===== config.mk =====
export PLATFORM = sky130hd
export DESIGN_NAME = mem_port_arbiter
export DESIGN_NICKNAME = d
export VERILOG_FILES = /design/src/rtl/mem_port_arbiter.sv
export SDC_FILE = /design/constraint.sdc
export NUM_CORES = 1
export LEC_CHECK = 0
export ABC_AREA = 1
export CAP_MARGIN = 10
export CORE_ASPECT_RATIO = 2
export CORE_MARGIN = 8
export CORE_UTILIZATION = 43
export CTS_BUF_LIST = sky130_fd_sc_hd__clkbuf_4
export DETAILED_ROUTE_END_ITERATION = 12
export PLACE_DENSITY = 0.82
export SETUP_SLACK_MARGIN = 0.5
export SLEW_MARGIN = 30
export SYNTH_ARGS = -nofsm -noshare
export SYNTH_HDL_FRONTEND = slang
export SYNTH_SLANG_ARGS = --single-unit

===== constraint.sdc =====
create_clock -name clk -period 1.7 [get_ports clk]
set_input_delay 0.34 -clock clk [delete_from_list [all_inputs] [get_ports clk]]
set_output_delay 0.34 -clock clk [all_outputs]
set_load 0.01 [all_outputs]

===== src/rtl/mem_port_arbiter.sv =====
// Shares one fixed-latency single-port memory between fetch (IF) and load/store (D); one access in flight.
// Grant-to-rvalid is MEM_LATENCY+2 cycles; requesters hold req until gnt, D has priority with a bounded streak.
module mem_port_arbiter #(
  parameter int ADDR_WIDTH      = 32,
  parameter int DATA_WIDTH      = 32,
  parameter int MEM_LATENCY     = 2,
  parameter int MAX_DATA_STREAK = 4
) (
  input  logic                    clk,
  input  logic                    reset_n,
  input  logic                    if_req,
  input  logic [ADDR_WIDTH-1:0]   if_addr,
  input  logic                    if_flush,
  output logic                    if_gnt,
  output logic                    if_rvalid,
  output logic [DATA_WIDTH-1:0]   if_rdata,
  input  logic                    d_req,
  input  logic                    d_we,
  input  logic [ADDR_WIDTH-1:0]   d_addr,
  input  logic [DATA_WIDTH-1:0]   d_wdata,
  input  logic [DATA_WIDTH/8-1:0] d_be,
  output logic                    d_gnt,
  output logic                    d_rvalid,
  output logic [DATA_WIDTH-1:0]   d_rdata,
  output logic                    mem_req,
  output logic                    mem_we,
  output logic [ADDR_WIDTH-1:0]   mem_addr,
  output logic [DATA_WIDTH-1:0]   mem_wdata,
  output logic [DATA_WIDTH/8-1:0] mem_be,
  input  logic [DATA_WIDTH-1:0]   mem_rdata,
  output logic                    arb_busy
);

  localparam int SW = $clog2(MAX_DATA_STREAK + 1);
  localparam int CW = (MEM_LATENCY > 1) ? $clog2(MEM_LATENCY) : 1;

  typedef enum logic [1:0] {IDLE, ISSUE, WAIT} state_t;

  state_t          state;
  logic            owner_d;
  logic            drop;
  logic [SW-1:0]   streak;
  logic [CW-1:0]   cnt;
  logic            if_elig;
  logic            pick_if;
  logic            pick_d;

  // Grants are combinational so a requester can be accepted in the rvalid cycle.
  always_comb begin
    if_elig = if_req & ~if_flush;
    pick_if = 1'b0;
    pick_d  = 1'b0;
    if (reset_n && state == IDLE) begin
      if (if_elig && (!d_req || streak == SW'(MAX_DATA_STREAK)))
        pick_if = 1'b1;
      else if (d_req)
        pick_d = 1'b1;
    end
  end

  assign if_gnt   = pick_if;
  assign d_gnt    = pick_d;
  assign arb_busy = (state != IDLE);

  always_ff @(posedge clk or negedge reset_n) begin
    if (!reset_n) begin
      state     <= IDLE;
      owner_d   <= 1'b0;
      drop      <= 1'b0;
      streak    <= '0;
      cnt       <= '0;
      if_rvalid <= 1'b0;
      if_rdata  <= '0;
      d_rvalid  <= 1'b0;
      d_rdata   <= '0;
      mem_req   <= 1'b0;
      mem_we    <= 1'b0;
      mem_addr  <= '0;
      mem_wdata <= '0;
      mem_be    <= '0;
    end else begin
      if_rvalid <= 1'b0;
      d_rvalid  <= 1'b0;

      // Streak only measures D wins while IF is actually waiting.
      if (!if_elig || pick_if)
        streak <= '0;
      else if (pick_d)
        streak <= streak + SW'(1);

      case (state)
        IDLE: begin
          if (pick_if || pick_d) begin
            state     <= ISSUE;
            owner_d   <= pick_d;
            mem_req   <= 1'b1;
            mem_we    <= pick_d & d_we;
            mem_addr  <= pick_d ? d_addr : if_addr;
            mem_wdata <= pick_d ? d_wdata : '0;
            mem_be    <= (pick_d && d_we) ? d_be : '1;
          end
        end
        ISSUE: begin
          mem_req <= 1'b0;
          cnt     <= CW'(MEM_LATENCY - 1);
          state   <= WAIT;
          if (!owner_d && if_flush)
            drop <= 1'b1;
        end
        WAIT: begin
          if (!owner_d && if_flush)
            drop <= 1'b1;
          if (cnt == '0) begin
            state <= IDLE;
            drop  <= 1'b0;
            if (owner_d) begin
              d_rvalid <= 1'b1;
              if (!mem_we)
                d_rdata <= mem_rdata;
            end else if (!drop && !if_flush) begin
              if_rvalid <= 1'b1;
              if_rdata  <= mem_rdata;
            end
          end else begin
            cnt <= cnt - CW'(1);
          end
        end
        default: state <= IDLE;
      endcase
    end
  end

endmodule

# Word-level counts from Yosys, hierarchy flattened
# Cells that the tools add are included.
# classes
add_sub_neg,2
n_eq_ne,5
mux,27
bitwise,6
n_reduce_logical,23
# op_table
cell,count
32-bit 2-to-1 mux,2
1-bit 2-to-1 mux,16
4-bit AND reduction,2
2-bit nonzero test,4
3-bit 2-to-1 mux,2
1-bit one-hot mux with 2 select lines,3
2-bit one-hot mux with 3 select lines,1
2-bit AND reduction,3
1-bit logical AND,5
1-bit zero test,5
2-bit 2-to-1 mux,2
4-bit 2-to-1 mux,1
1-bit inverter,4
3-bit by 1-bit adder with 3-bit output (second input constant),1
3-bit equality test (second input constant),1
1-bit logical OR,3
1-bit AND,2
2-bit by 1-bit equality test with 1-bit output (second input constant),1
2-bit equality test (second input constant),1
2-bit zero test,1
2-bit by 1-bit inequality test with 1-bit output (second input constant),1
2-bit inequality test (second input constant),1
1-bit subtractor (second input constant),1
# totals
register_bits,144
inputBits,138
output_inout_bits,139
wordCells,77

# Logic depth before layout (Yosys ltp)
# depth
depth_word,8
ltp_mapped,10
mapped_depth_nobuf,9

# Worst setup path after synthesis
# No wires, ideal clock.
# synth_path
path_kind,register -> output
from,register state[0]
to,output d_gnt
arrival_time_ns,1.228
slack_ns,0.132
path_stages_with_launch,8
cell_sequence,dfrtp_1 inv_1 ha_1 nand2_1 nor2_4 nand2_4 inv_4 buf_4
# synth_via
elab_chain_len,3
# synth_rtl
element,line_no,text
from (decl),39,state_t state;
from (signal assigned),67,state <= IDLE;
from (signal assigned),94,state <= ISSUE;
from (signal assigned),106,state <= WAIT;
2-bit zero test,53,if (reset_n && state == IDLE) begin
1-bit logical AND,53,
1-bit 2-to-1 mux,53,
to (decl),22,"output logic d_gnt,"
# No other way between the ends.

# Final worst setup path
# layout_path
from,register state[0]
to,register mem_wdata[25]
# layout_via
elab_chain_len,5
# layout_rtl
element,line_no,text
2-bit zero test (*),"53, 91",
1-bit logical AND,53,
1-bit 2-to-1 mux,53,
1-bit logical OR,93,if (pick_if || pick_d) begin
2-bit AND reduction (no line),--,
to (signal assigned),99,mem_wdata <= pick_d ? d_wdata : '0;
to (decl),28,"output logic [DATA_WIDTH-1:0] mem_wdata,"
# Mark *: on every way between the ends. The rest lies on a longest branch, timed or not.
# A chain may end at the register's enable or synchronous reset.

==> results.toml <==
[run_status]
outcome = "finished, violations left"
violations = "setup timing"

[yosys]
synth_edf_count = 0
ys_top_cells_by_area = "dfrtp_1 (58%), nand2_1 (16%), inv_1 (4.9%)"
ys_types = 26
syn_avg_cell_area_sq_um = 8.959
yosysMostFrequentCell = "nand2_1"
synth_largest_area_cell = "dfrtp_1"
ys_ff_latch = 144
async_reset_ff_frac = 1.000
yosysSeqAreaShare = 0.5754
synth_commonest_cells = "nand2_1 (262), dfrtp_1 (144), inv_1 (81), nand3_1 (47), o21ai_0 (40)"
ys.warnings.count = 0
synth_top_family_by_area = "simple AND/OR/NAND/NOR gates"
synth_compound_area_frac = 0.07173
synthCells = 699
yosysTopAreaCellShare = 0.5754
synthesis.area_sq_um = 6262
synth.mux.area_fraction = 0
synthSimpleGateAreaFrac = 0.2442
synth-xor-area-share = 0.001399
synth_nets = 843
synthFlopType = "dfrtp_1"
synth_fa_ha_area_frac = 0.01199

[sta]
skew_ns = 0.03218
max_slew.worst_pin.slew_ns = 0.7370
finalSetupTns_ns = -25.95
rsz0062_at_grt = "yes"
fin_ws_ns = -0.3434
fmax_ghz = 0.4894
period_share = 1.202
hold_viol_final = 0
fin_crit_ns = 2.043
max-slew-margin-rel = 0.5087
slew_violations = 0
setup_viol_count_final = 143
hold_slack_ns = 0.2938

[worst_setup_path]
reg2reg_from = "state[0]$_DFFE_PN0P_"
worstSetupPathType = "flip-flop to flip-flop"
cp_slowest_cell = "dfrtp_1"
crit_chain = "inv_2 > ha_4 > nand2_4 > nor2_4 > buf_6 > buf_6 > buf_6 > buf_12 > inv_8 > nand2_8 > buf_16 > buf_12 > inv_16 > nand2_1 > nand2_1"
cp-start-kind = "flip-flop"
end_kind = "flip-flop"
path_buf_inv = 9
path_common_cell = "buf_6"
rr_worst_depth = 15
r2r_end = "mem_wdata[25]$_DFFE_PN0P_"
max_stage_delay_ns = 0.44
worstPathMaxFanout = 8
crit_required_ns = 2.17
cp_top_family = "buffers and inverters"
ff2ff_setup_slack_ns = -0.34
crit_arrival_ns = 2.51

[clock_network]
cts_tree = "yes"
clock_latency_ns = 0.59
cts.reportedPaths.clkPinSlew_ns = 0.16
cts_buffers = 17
cts_buffer_depth = 2
cts_root_buffer = "clkbuf_4"
cts.sinks = 144
clock_tree.htree_level_count = 4

[die]
die_y_um = 186.7
die_w_um = 101.3
num_rows = 62
core-area_sq_um = 14270
die_area_sq_um = 18910
num_io_pins = 277
start_util = 0.4387

[cells_and_area]
drive_gt1_frac = 0.4537
layout.area.seq_sq_um = 3605
syn2layout_area_growth_pct = 87.83
num-nets-final = 1253
fin_util = 0.8241
fillCellCount = 693
multi_input_area_sq_um = 2819

[grt]
antenna_found_initial = 2
grt_pass1_wl_um = 36250
grt_max_degree = 145
grt.total_usage = 0.2523
grt_pass1_vias = 6722
grt-ovfl-total = 0

[routing]
wirelength_um = 30120
wl_per_cell_um = 22.87
drtIter0Drc = 345
drc_errors = 0
vias = 6935
drtPass1Iterations = 6
via_per_inst = 5.266
ant_nets = 0

[worst_hold_path]
holdCritStartpoint = "d_wdata[29]"
hold_end = "mem_wdata[29]$_DFFE_PN0P_"
hold_depth = 3
hold_class = "input port to flip-flop"

[pwr]
power.total_w = 0.01846
p_leak_nw = 5.948
power_density_nw_per_um2 = 1569
vdd_drop_max_mv = 1.167

[place]
hpwl_um = 14620
port_buffers = 276
gp_congestion = 0.8046

[flow_run]
maxCapViolCount = 0
==> worst register-to-register path, stage by stage, from the launching register on <==
cell and delay (ns):
dfrtp_1 0.44, inv_2 0.09, ha_4 0.15, nand2_4 0.06
nor2_4 0.12, buf_6 0.11, buf_6 0.08, buf_6 0.10
buf_12 0.10, inv_8 0.03, nand2_8 0.08, buf_16 0.17
buf_12 0.17, inv_16 0.06, nand2_1 0.07, nand2_1 0.08
==> area by class of cell <==
| class | instances | share of cell area |
|---|---|---|
| clock buffer | 17 | 0.01085 |
| clock inverter | 15 | 0.01351 |
| timing repair inverter | 7 | 0.01117 |
| sequential | 144 | 0.3065 |
| timing repair buffer | 418 | 0.3663 |
| multi-input combinational | 435 | 0.2397 |
| antenna | 3 | 0.0006382 |
| inverter | 86 | 0.03095 |
| tap | 192 | 0.02042 |
==> layout by cell type (no fill, tap or decap), types with 2 or more instances in the layout <==
cell type	n
buf_2	40
nand3_2	20
nor2_4	4
a21oi_1	2
inv_2	8
o21ai_1	33
nand3_4	4
clkbuf_4	17
bufinv_16	2
nand2_2	70
clkinvlp_4	5
o21ai_0	9
buf_16	7
inv_16	6
o21ai_2	30
clkinv_4	2
ha_1	3
nor2_1	2
inv_1	74
buf_12	11
nand3_1	25
inv_6	5
clkbuf_16	11
buf_4	95
nand2_4	40
buf_6	112
buf_8	5
ha_4	3
nand2_8	3
diode_2	3
nand3b_1	25
clkdlybuf4s50_1	136
nand2_1	154
inv_8	2
dfrtp_1	143
nand4_1	4
==> sequential cells by signal, summed over array words and instances (netlist names), 2 cells and up <==
name and flops:
mem_wdata 32, state 2, mem_be 4, if_rdata 32, streak 3, d_rdata 32, mem_addr 32
==> cells by family (layout without fill, tap and decap cells) <==
| family | after synthesis | in the layout |
|---|---|---|
| compound gates | 76 | 76 |
| xor+xnor | 1 | 1 |
| fa+ha+maj | 6 | 6 |
| buf+inv | 121 | 543 |
| flops | 144 | 144 |
| other cells | 0 | 3 |
| simple gates | 351 | 352 |
==> routing by layer <==
metal	up-vias	GRT usage	wire [um]
li1	2999	-	-
met2	448	0.4511	16280
met1	3339	0.2427	9396
met3	149	0.06152	2253
met4	0	0.1722	2189
met5	-	0	0
==> what timing repair did <==
action / in CTS / in global routing
resized for setup: 758 / 207
endpoints found under the hold margin: 144 / 0
pin swaps: 16 / 25
setup buffers: 40 / 57
hold buffers: 1 / 0
setup endpoints to repair: 282 / 356
cloned: 11 / 17
==> per-stage QoR <==
stage                     worst slack [ns]  cell area [sq um]  cells
final                              -0.3434              11760   1317
after global routing               -0.4135              11760   1316
after CTS                          -0.3376              10220   1240
after detailed placement           -0.4791               9288   1156
after global placement             -0.4527               9288   1156
after floorplan                     0.2279               6326    699
==> how the worst max path moves through the flow <==
stage	start	end	slack, ns	cells past startpoint
floorplan	state[1]$_DFFE_PN0P_	d_gnt	0.23	7
global placement	if_req	if_gnt	-0.45	6
detailed placement	if_req	if_gnt	-0.48	6
CTS	streak[0]$_DFFE_PN0P_	d_gnt	-0.34	8
global route	state[0]$_DFFE_PN0P_	mem_wdata[25]$_DFFE_PN0P_	-0.41	15
finish	state[0]$_DFFE_PN0P_	mem_wdata[25]$_DFFE_PN0P_	-0.34	15
==> report_power, final <==
part           total (W)  switching (W)  leakage, nW  internal, W
clock            0.00233        0.00145        0.139     0.000885
sequential       0.00596        0.00115         1.82      0.00481
combinational     0.0102        0.00476         3.99      0.00540
(Power assumes the default switching activity.)
